### src/rtl/adc_sample_controller.sv
`default_nettype none
// ============================================================================
// Module  : adc_sample_controller
// Brief   : APB3 slave that triggers an ADC, collects results in a FIFO and
//           raises a level interrupt on data, overflow or timeout.
// Revision: 1.0 - initial release
// ============================================================================
module adc_sample_controller #(
  parameter int DATA_WIDTH  = 32,
  parameter int FIFO_DEPTH  = 4,
  parameter int TRIG_CYCLES = 2,
  parameter int TIMEOUT     = 256
) (
  input  logic                  PCLK,
  input  logic                  PRESETn,
  input  logic                  PSEL,
  input  logic                  PENABLE,
  input  logic                  PWRITE,
  input  logic [11:0]           PADDR,
  input  logic [DATA_WIDTH-1:0] PWDATA,
  output logic [DATA_WIDTH-1:0] PRDATA,
  output logic                  PREADY,
  output logic                  PSLVERR,
  output logic [DATA_WIDTH-1:0] ADC_TRIGGER,
  input  logic [DATA_WIDTH-1:0] MEASUREMENT,
  input  logic                  ADC_DONE,
  output logic                  IRQ
);

  localparam int C_AW  = (FIFO_DEPTH > 1) ? $clog2(FIFO_DEPTH) : 1;
  localparam int C_CW  = C_AW + 1;
  localparam int C_TCW = (TRIG_CYCLES > 1) ? $clog2(TRIG_CYCLES) : 1;
  localparam int C_WCW = (TIMEOUT > 1) ? $clog2(TIMEOUT) : 1;

  localparam logic [C_CW-1:0]  C_DEPTH = C_CW'(FIFO_DEPTH);
  localparam logic [C_TCW-1:0] C_TLAST = C_TCW'(TRIG_CYCLES - 1);
  localparam logic [C_WCW-1:0] C_WLAST = C_WCW'(TIMEOUT - 1);

  localparam logic [2:0] C_A_CTRL   = 3'd0;
  localparam logic [2:0] C_A_PERIOD = 3'd1;
  localparam logic [2:0] C_A_STATUS = 3'd2;
  localparam logic [2:0] C_A_DATA   = 3'd3;
  localparam logic [2:0] C_A_CMD    = 3'd4;

  localparam logic [1:0] S_IDLE = 2'd0;
  localparam logic [1:0] S_TRIG = 2'd1;
  localparam logic [1:0] S_WAIT = 2'd2;

  // Control / status registers
  logic                  r_en;
  logic                  r_cont;
  logic                  r_irq_en;
  logic [15:0]           r_period;
  logic                  r_ovf;
  logic                  r_tmo;
  logic [1:0]            r_state;
  logic [C_TCW-1:0]      r_tcnt;
  logic [C_WCW-1:0]      r_wcnt;
  logic [15:0]           r_ptmr;
  logic [DATA_WIDTH-1:0] r_prdata;
  logic                  r_irq;
  logic                  r_pop_ok;

  // Result FIFO
  logic [DATA_WIDTH-1:0] r_mem [FIFO_DEPTH];
  logic [C_AW-1:0]       r_wptr;
  logic [C_AW-1:0]       r_rptr;
  logic [C_CW-1:0]       r_count;

  logic [2:0]            w_addr;
  logic                  w_wr;
  logic                  w_rd_setup;
  logic                  w_rd_acc;
  logic                  w_empty;
  logic                  w_full;
  logic                  w_busy;
  logic [15:0]           w_per_m1;
  logic                  w_tmr_run;
  logic                  w_tick;
  logic                  w_cmd_start;
  logic                  w_start;
  logic                  w_capture;
  logic                  w_timeout;
  logic                  w_push;
  logic                  w_pop;
  logic                  w_sts_wr;
  logic [DATA_WIDTH-1:0] w_status;
  logic [DATA_WIDTH-1:0] w_rdata;
  logic                  w_unused;

  assign w_addr     = PADDR[4:2];
  assign w_wr       = PSEL & PENABLE & PWRITE;
  assign w_rd_setup = PSEL & ~PENABLE & ~PWRITE;
  assign w_rd_acc   = PSEL & PENABLE & ~PWRITE;

  assign w_empty = (r_count == '0);
  assign w_full  = (r_count == C_DEPTH);
  assign w_busy  = (r_state != S_IDLE);

  // A programmed period of 0 behaves like 1
  assign w_per_m1  = (r_period == 16'd0) ? 16'd0 : (r_period - 16'd1);
  assign w_tmr_run = r_en & r_cont;
  assign w_tick    = w_tmr_run & (r_ptmr >= w_per_m1);

  assign w_cmd_start = w_wr & (w_addr == C_A_CMD) & PWDATA[0] & r_en;
  assign w_start     = (r_state == S_IDLE) & (w_cmd_start | w_tick);

  assign w_capture = r_en & (r_state == S_WAIT) & ADC_DONE;
  assign w_timeout = r_en & (r_state == S_WAIT) & ~ADC_DONE & (r_wcnt == C_WLAST);

  assign w_push   = w_capture & ~w_full;
  assign w_pop    = w_rd_acc & (w_addr == C_A_DATA) & r_pop_ok;
  assign w_sts_wr = w_wr & (w_addr == C_A_STATUS);

  assign w_unused = ^{PADDR[11:5], PADDR[1:0], PWDATA[DATA_WIDTH-1:16]};

  // Register write port
  always_ff @(posedge PCLK or negedge PRESETn) begin
    if (!PRESETn) begin
      r_en     <= 1'b0;
      r_cont   <= 1'b0;
      r_irq_en <= 1'b0;
      r_period <= 16'd0;
    end else if (w_wr) begin
      if (w_addr == C_A_CTRL) begin
        r_en     <= PWDATA[0];
        r_cont   <= PWDATA[1];
        r_irq_en <= PWDATA[2];
      end
      if (w_addr == C_A_PERIOD) begin
        r_period <= PWDATA[15:0];
      end
    end
  end

  // Sticky flags: a new event in the same cycle wins over the W1C clear
  always_ff @(posedge PCLK or negedge PRESETn) begin
    if (!PRESETn) begin
      r_ovf <= 1'b0;
      r_tmo <= 1'b0;
    end else begin
      r_ovf <= (r_ovf & ~(w_sts_wr & PWDATA[2])) | (w_capture & w_full);
      r_tmo <= (r_tmo & ~(w_sts_wr & PWDATA[4])) | w_timeout;
    end
  end

  always_ff @(posedge PCLK or negedge PRESETn) begin
    if (!PRESETn) begin
      r_ptmr <= 16'd0;
    end else if (!w_tmr_run || w_tick) begin
      r_ptmr <= 16'd0;
    end else begin
      r_ptmr <= r_ptmr + 16'd1;
    end
  end

  // Conversion sequencer; losing EN aborts from any state
  always_ff @(posedge PCLK or negedge PRESETn) begin
    if (!PRESETn) begin
      r_state <= S_IDLE;
      r_tcnt  <= '0;
      r_wcnt  <= '0;
    end else if (!r_en) begin
      r_state <= S_IDLE;
      r_tcnt  <= '0;
      r_wcnt  <= '0;
    end else begin
      case (r_state)
        S_IDLE: begin
          if (w_start) begin
            r_state <= S_TRIG;
            r_tcnt  <= '0;
          end
        end
        S_TRIG: begin
          if (r_tcnt == C_TLAST) begin
            r_state <= S_WAIT;
            r_wcnt  <= '0;
          end else begin
            r_tcnt <= r_tcnt + 1'b1;
          end
        end
        S_WAIT: begin
          if (ADC_DONE || (r_wcnt == C_WLAST)) begin
            r_state <= S_IDLE;
          end else begin
            r_wcnt <= r_wcnt + 1'b1;
          end
        end
        default: r_state <= S_IDLE;
      endcase
    end
  end

  always_ff @(posedge PCLK or negedge PRESETn) begin
    if (!PRESETn) begin
      for (int i = 0; i < FIFO_DEPTH; i++) begin
        r_mem[i] <= '0;
      end
      r_wptr <= '0;
      r_rptr <= '0;
    end else begin
      if (w_push) begin
        r_mem[r_wptr] <= MEASUREMENT;
        r_wptr        <= r_wptr + 1'b1;
      end
      if (w_pop) begin
        r_rptr <= r_rptr + 1'b1;
      end
    end
  end

  always_ff @(posedge PCLK or negedge PRESETn) begin
    if (!PRESETn) begin
      r_count <= '0;
    end else begin
      case ({w_push, w_pop})
        2'b10:   r_count <= r_count + 1'b1;
        2'b01:   r_count <= r_count - 1'b1;
        default: r_count <= r_count;
      endcase
    end
  end

  always_comb begin
    w_status           = '0;
    w_status[0]        = w_empty;
    w_status[1]        = w_full;
    w_status[2]        = r_ovf;
    w_status[3]        = w_busy;
    w_status[4]        = r_tmo;
    w_status[8 +: C_CW] = r_count;
  end

  always_comb begin
    w_rdata = '0;
    case (w_addr)
      C_A_CTRL:   w_rdata[2:0]  = {r_irq_en, r_cont, r_en};
      C_A_PERIOD: w_rdata[15:0] = r_period;
      C_A_STATUS: w_rdata       = w_status;
      C_A_DATA:   w_rdata       = w_empty ? '0 : r_mem[r_rptr];
      default:    w_rdata       = '0;
    endcase
  end

  // Read data is captured in the setup phase; the pop is committed in the
  // access phase only if the head was valid when it was sampled.
  always_ff @(posedge PCLK or negedge PRESETn) begin
    if (!PRESETn) begin
      r_prdata <= '0;
      r_pop_ok <= 1'b0;
    end else if (w_rd_setup) begin
      r_prdata <= w_rdata;
      r_pop_ok <= (w_addr == C_A_DATA) & ~w_empty;
    end else if (w_rd_acc) begin
      r_pop_ok <= 1'b0;
    end
  end

  always_ff @(posedge PCLK or negedge PRESETn) begin
    if (!PRESETn) begin
      r_irq <= 1'b0;
    end else begin
      r_irq <= r_irq_en & (~w_empty | r_ovf | r_tmo);
    end
  end

  assign PRDATA      = r_prdata;
  assign PREADY      = 1'b1;
  assign PSLVERR     = 1'b0;
  assign IRQ         = r_irq;
  assign ADC_TRIGGER = {{(DATA_WIDTH-1){1'b0}}, (r_state == S_TRIG) & r_en};

endmodule
`default_nettype wire

### config.mk
export PLATFORM = sky130hd
export DESIGN_NAME = adc_sample_controller
export DESIGN_NICKNAME = d
export VERILOG_FILES = /design/src/rtl/adc_sample_controller.sv
export SDC_FILE = /design/constraint.sdc
export NUM_CORES = 1
export LEC_CHECK = 0
export CORE_UTILIZATION = 35
export CTS_CLUSTER_DIAMETER = 40
export DETAILED_ROUTE_END_ITERATION = 10
export DONT_BUFFER_PORTS = 1
export GPL_TIMING_DRIVEN = 0
export SYNTH_ARGS = -nofsm -noshare
export SYNTH_HDL_FRONTEND = slang
export SYNTH_SLANG_ARGS = --single-unit
### constraint.sdc
create_clock -name PCLK -period 10.9 [get_ports PCLK]
set_input_delay 2.18 -clock PCLK [delete_from_list [all_inputs] [get_ports PCLK]]
set_output_delay 2.18 -clock PCLK [all_outputs]
set_load 0.05 [all_outputs]
Word-level counts from Yosys, hierarchy flattened. Index checks and enable logic that the tools add are counted.

Register bits after elaboration: 217. Bits of input ports: 82. Output and inout port bits: 67. Logic and storage cells: 133.

Add/subtract/negate cells: 8. Magnitude comparators: 4. Equal/unequal tests: 16. Multiplexer cells: 28. Bitwise logic cells: 41. Reduce and logical (&&, ||, !) cells: 16.

Operators with widths (count): bitwise mux 128 bit (1); two-way mux 32 bit (4); binary-select mux 32 bit (select 2 bit) (1); demux 32 bit (select 2 bit) (1); two-way mux 16 bit (3); one-hot mux 13 bit (3 select lines) (1); bitwise AND 1 bit (27); two-way mux 8 bit (3); adder 16 x 1 -> 16 bit, second input constant (1); greater-or-equal comparator 16 bit (1); logical NOT 16 bit (1); one-hot mux 8 bit (2 select lines) (1); subtractor 16 x 1 -> 16 bit, second input constant (1); one-hot mux 3 bit (4 select lines) (1); inequality test 3 bit, second input constant (3); adder 8 x 1 -> 8 bit, second input constant (1); == test 8 bit, second input constant (1); two-way mux 2 bit (4); NOT 1 bit (7); == test 3 x 2 -> 1 bit, second input constant (2); == test 3 bit, second input constant (2); greater-or-equal comparator 3 bit, second input constant (2); logical NOT 3 bit (2); inequality test 3 x 1 -> 1 bit, second input constant (2); 22 further kinds (40).

Depth between registers and ports, before layout.
Word-level depth: 10. Mapped depth: 16.

Least setup slack after synthesis. No wires, ideal clock.

Path kind: input -> register. Start: input PADDR[4]. End: register r_count[2]. Arrival time: 3.918 ns. Required time: 10.821 ns. Path slack: 6.903 ns. Cell stages on the path: 9. Buffers on the path: 1. Cell sequence: clkbuf_1 nand3b_1 nor3_1 ha_1 inv_1 fa_1 xor2_1 nor2_1 xor2_1.

Word-level cells in the longest chain between the ends: 5.

Ends and longest elaborated chain: start, declared (RTL line 19) `input logic [11:0] PADDR,`; == test 3 x 2 -> 1 bit (*) (RTL line 112) `assign w_pop = w_rd_acc & (w_addr == C_A_DATA) & r_pop_ok;`; bitwise AND 1 bit (*) (2 in series) (RTL line 112); net w_pop (RTL line 85) `logic w_pop;`; == test 2 x 1 -> 1 bit / == test 2 bit (equally long branches) (RTL line 217) `case ({w_push, w_pop})`; one-hot mux 3 bit (2 select lines) / nonzero test 2 bit (equally long branches); end signal, assigned (RTL line 218) `2'b10: r_count <= r_count + 1'b1;`; end signal, assigned (RTL line 219) `2'b01: r_count <= r_count - 1'b1;`; end signal, assigned (RTL line 220) `default: r_count <= r_count;`; end, declared (RTL line 68) `logic [C_CW-1:0] r_count;`.

Mark *: on every way through the listed nets, which the timed path passes. The rest lies on a longest branch. A chain may end at the register's enable or synchronous reset.

Worst setup path in the final report.
Start: register r_period[10]. End: register r_ptmr[9].

Word-level cells in the longest chain between the ends: 6.

Ends and longest elaborated chain: start, declared (RTL line 53) `logic [15:0] r_period;`; start signal, assigned (RTL line 131) `r_period <= PWDATA[15:0];`; subtractor 16 x 1 -> 16 bit / logical NOT 16 bit (equally long branches) (RTL line 101) `assign w_per_m1 = (r_period == 16'd0) ? 16'd0 : (r_period - 16'd1);`; two-way mux 16 bit (*) (RTL line 101); greater-or-equal comparator 16 bit (*) (RTL line 103) `assign w_tick = w_tmr_run & (r_ptmr >= w_per_m1);`; bitwise AND 1 bit (*) (RTL line 103); logical OR 1 bit (*) (RTL line 150) `end else if (!w_tmr_run || w_tick) begin`; two-way mux 16 bit (*) (RTL line 150); end signal, assigned (RTL line 153) `r_ptmr <= r_ptmr + 16'd1;`; end, declared (RTL line 59) `logic [15:0] r_ptmr;`.

Mark *: on every way between the ends. The rest lies on a longest branch, timed or not.

==> results_dict.tcl <==
set metrics [dict create \
    status "completed" \
    yosys_warnings 0 \
    fmax_ghz 0.216 \
    wirelength_mm 23.6 \
    drive_above_1_share_pct 32.7 \
    cts-root-buf "clkbuf_16" \
    fp.dieW_um 174 \
    synthToLayoutAreaGrowth_pct 17.1 \
    grtUsageMet3_pct 4.37 \
    mostFrequentLayoutCell "dfrtp_1" \
    post_drt_via_cell_ratio 4.95 \
    synth_top_area_cell "dfrtp_1" \
    synth_area_um2 10400 \
    htree_num_levels 2 \
    grt_antenna_before_repair 0 \
    fp.dieH_um 174 \
    place_congestion 0.805 \
    ir_drop_mv 0.104 \
    timing.slew.headroom_pct 34.0 \
    fin_setup_tns_ns 0 \
    drt_iter0_drc 246 \
    start_kind "flip-flop" \
    hold_buffers 0 \
    worstHoldPathCells 1 \
    cp-startpoint "r_period[10]" \
    grt_max_degree 218 \
    maxSlewViolCount 0 \
    die_area_um2 30300 \
    wl_per_cell_um 18.3 \
    critical_path.top_delay_family "simple AND/OR/NAND/NOR gates" \
    gr-usage-met1_pct 21.1 \
    worstPathArrival_ns 5.05 \
    clk_pin_slew_ns 0.05 \
    p_leak_nw 5.83 \
    core-area_um2 28900 \
    skew_ns 0.0284 \
    start_util_pct 35.9 \
    top_usage_layer "met2" \
    r2r_start "r_period[10]" \
    finalHoldViolations 0 \
    path_cells "or3_1 > or2_1 > or3_1 > or4_1 > clkbuf_2 > and2_2 > ha_1 > nand2b_1 > a2111oi_0 > nor4_1 > or4_1 > or2_1 > buf_2 > buf_2 > nor2_1" \
    async_flop_share_pct 100 \
    syn_inst 813 \
    path_depth 15 \
    min_from "r_pop_ok" \
    synth_edf_count 0 \
    post_cts_resized 0 \
    synth_cell_types 52 \
    grt_pass1_wl_mm 37.7 \
    grt_pass1_vias 6528 \
    power.density_nw_per_um2 173 \
    synth_top_cell_area_share_pct 52.3 \
    ys_seq_area_share_pct 52.3 \
    crit_slowest_cell "a2111oi_0" \
    maxCapViolCount 0 \
    syn_area_per_cell_um2 12.8 \
    synth_area_leaders "dfrtp_1 52%, mux2_2 16%, mux4_2 6.9%" \
    cts_tree "done" \
    port_buffers 0 \
    dr.pass1.iters 4 \
    finalNetCount 988 \
    route.detailed.drc 0 \
    end_kind "flip-flop" \
    final_cell_mix "217 x dfrtp_1, 145 x mux2_2, 61 x nand2_1" \
    grt_use_met2_pct 25.7 \
    finalCritPeriodShare_pct 42.5 \
    grt_overflow 0 \
    worst_pin_slew_ns 0.986 \
    ys_ff_latch 217 \
    pin_count 149 \
    place.detailed.hpwl_mm 16.1 \
    clk_latency_ns 0.50 \
    rsz0062_at_grt "false" \
    reg2reg_depth 15 \
    post_cts_buffers 0 \
    synth_top_flop_cell "dfrtp_1" \
    finalCriticalPeriod_ns 4.63 \
    hold_path.class "reg2reg" \
    rows 62 \
    crit_fanout 10 \
    drtAntennaViolNets 0 \
    grt_usage_pct 16.1 \
    numCtsBuffers 34 \
    critPathBufInv 3 \
    vias 6373 \
    crit_required_ns 11.32 \
    setup_viol 0 \
    total_power_mw 2.11 \
    cts.sinks 217 \
    cts_buffer_depth 3 \
    critPathKind "reg2reg" \
    slowest_delay_ns 0.55 \
]
-- layout make-up --
cell class,count,area [um2]
tap,384,480
multi-input combinational,539,4580
clock inverter,18,254
buffer,73,433
antenna,1,2.50
inverter,15,56.3
clock buffer,41,917
fill,2700,16800
sequential,217,5430
-- cells in the mapped netlist, types with 2 or more instances --
cell,number
dfrtp_1,217
mux2_2,145
nand2_1,61
nor2_1,44
buf_4,33
mux4_2,32
o21ai_0,29
ha_1,25
xor2_1,24
buf_2,21
a22o_1,19
clkbuf_1,16
inv_1,15
nand3_1,15
a21oi_1,13
a22oi_1,13
xnor2_1,13
and3_1,9
nor3_1,9
nor2b_1,5
a21o_1,4
nand4_1,4
or3_1,4
mux2i_1,3
nand2b_1,3
nand3b_1,3
a221o_1,2
and4_1,2
conb_1,2
nor4_1,2
o21a_1,2
or2_1,2
or2_2,2
or4_1,2
-- logic make-up after synthesis --
group | Yosys count | synth area share (%)
flops | 217 | 52.3
mux | 180 | 23.0
simple gates | 173 | 7.77
compound gates | 90 | 5.83
buf+inv | 88 | 4.71
xor+xnor | 37 | 3.12
fa+ha+maj | 26 | 3.21
other cells | 2 | 0.0724
-- where the power goes --
part / leakage, nW / total, mW / switching (mW) / internal, mW
Sequential: 2.99 / 0.860 / 0.0366 / 0.824
Clock: 0.571 / 1.11 / 0.388 / 0.722
Combinational: 2.27 / 0.135 / 0.0788 / 0.0564
-- worst paths after layout --
kind / endpoint / slack [ns]
worst max-delay path: r_ptmr[9] / 6.27
worst min-delay path: r_pop_ok / 0.48
worst max register to register: r_ptmr[9] / 6.27
worst min register to register: r_pop_ok / 0.48
max in group asynchronous: IRQ / 9.18
min in group asynchronous: r_ptmr[9] / 1.38
-- registers in the layout (all words and copies together), names as in the netlist --
register,cells
IRQ,1
PRDATA,32
r_cont,1
r_count,3
r_en,1
r_irq_en,1
r_mem,128
r_ovf,1
r_period,16
r_pop_ok,1
r_ptmr,16
r_rptr,2
r_state,2
r_tcnt,1
r_tmo,1
r_wcnt,8
r_wptr,2
-- per-stage QoR --
step | cells | setup slack, ns | hold WS [ns] | area [um2] | util [%]
3_5_place_dp | 1228 | 6.28 | 0.466 | 11000 | 38.0
6_report | 1288 | 6.27 | 0.476 | 12200 | 42.0
5_1_grt | 1287 | 6.05 | 0.508 | 12200 | 42.0
2_1_floorplan | 844 | 6.90 | 0.450 | 10500 | -
4_1_cts | 1287 | 6.24 | 0.478 | 12200 | 42.0
3_3_place_gp | 1228 | 5.88 | 0.459 | 11000 | 37.9
-- worst register-to-register path, cell delays in order (launching register included) --
cell and delay [ns]:
dfrtp_1 0.48, or3_1 0.36, or2_1 0.22, or3_1 0.34
or4_1 0.40, clkbuf_2 0.19, and2_2 0.22, ha_1 0.26
nand2b_1 0.15, a2111oi_0 0.55, nor4_1 0.11, or4_1 0.49
or2_1 0.25, buf_2 0.18, buf_2 0.22, nor2_1 0.13
-- metal layers --
metal | share of wire [%] | wire length (um) | up-vias
met1 | 44 | 10400 | 3198
met4 | 2.1 | 507 | 0
met2 | 47 | 11000 | 158
met3 | 7.4 | 1740 | 39
li1 | - | - | 2978
met5 | 0 | 0 | -
(Power assumes the default switching activity.)
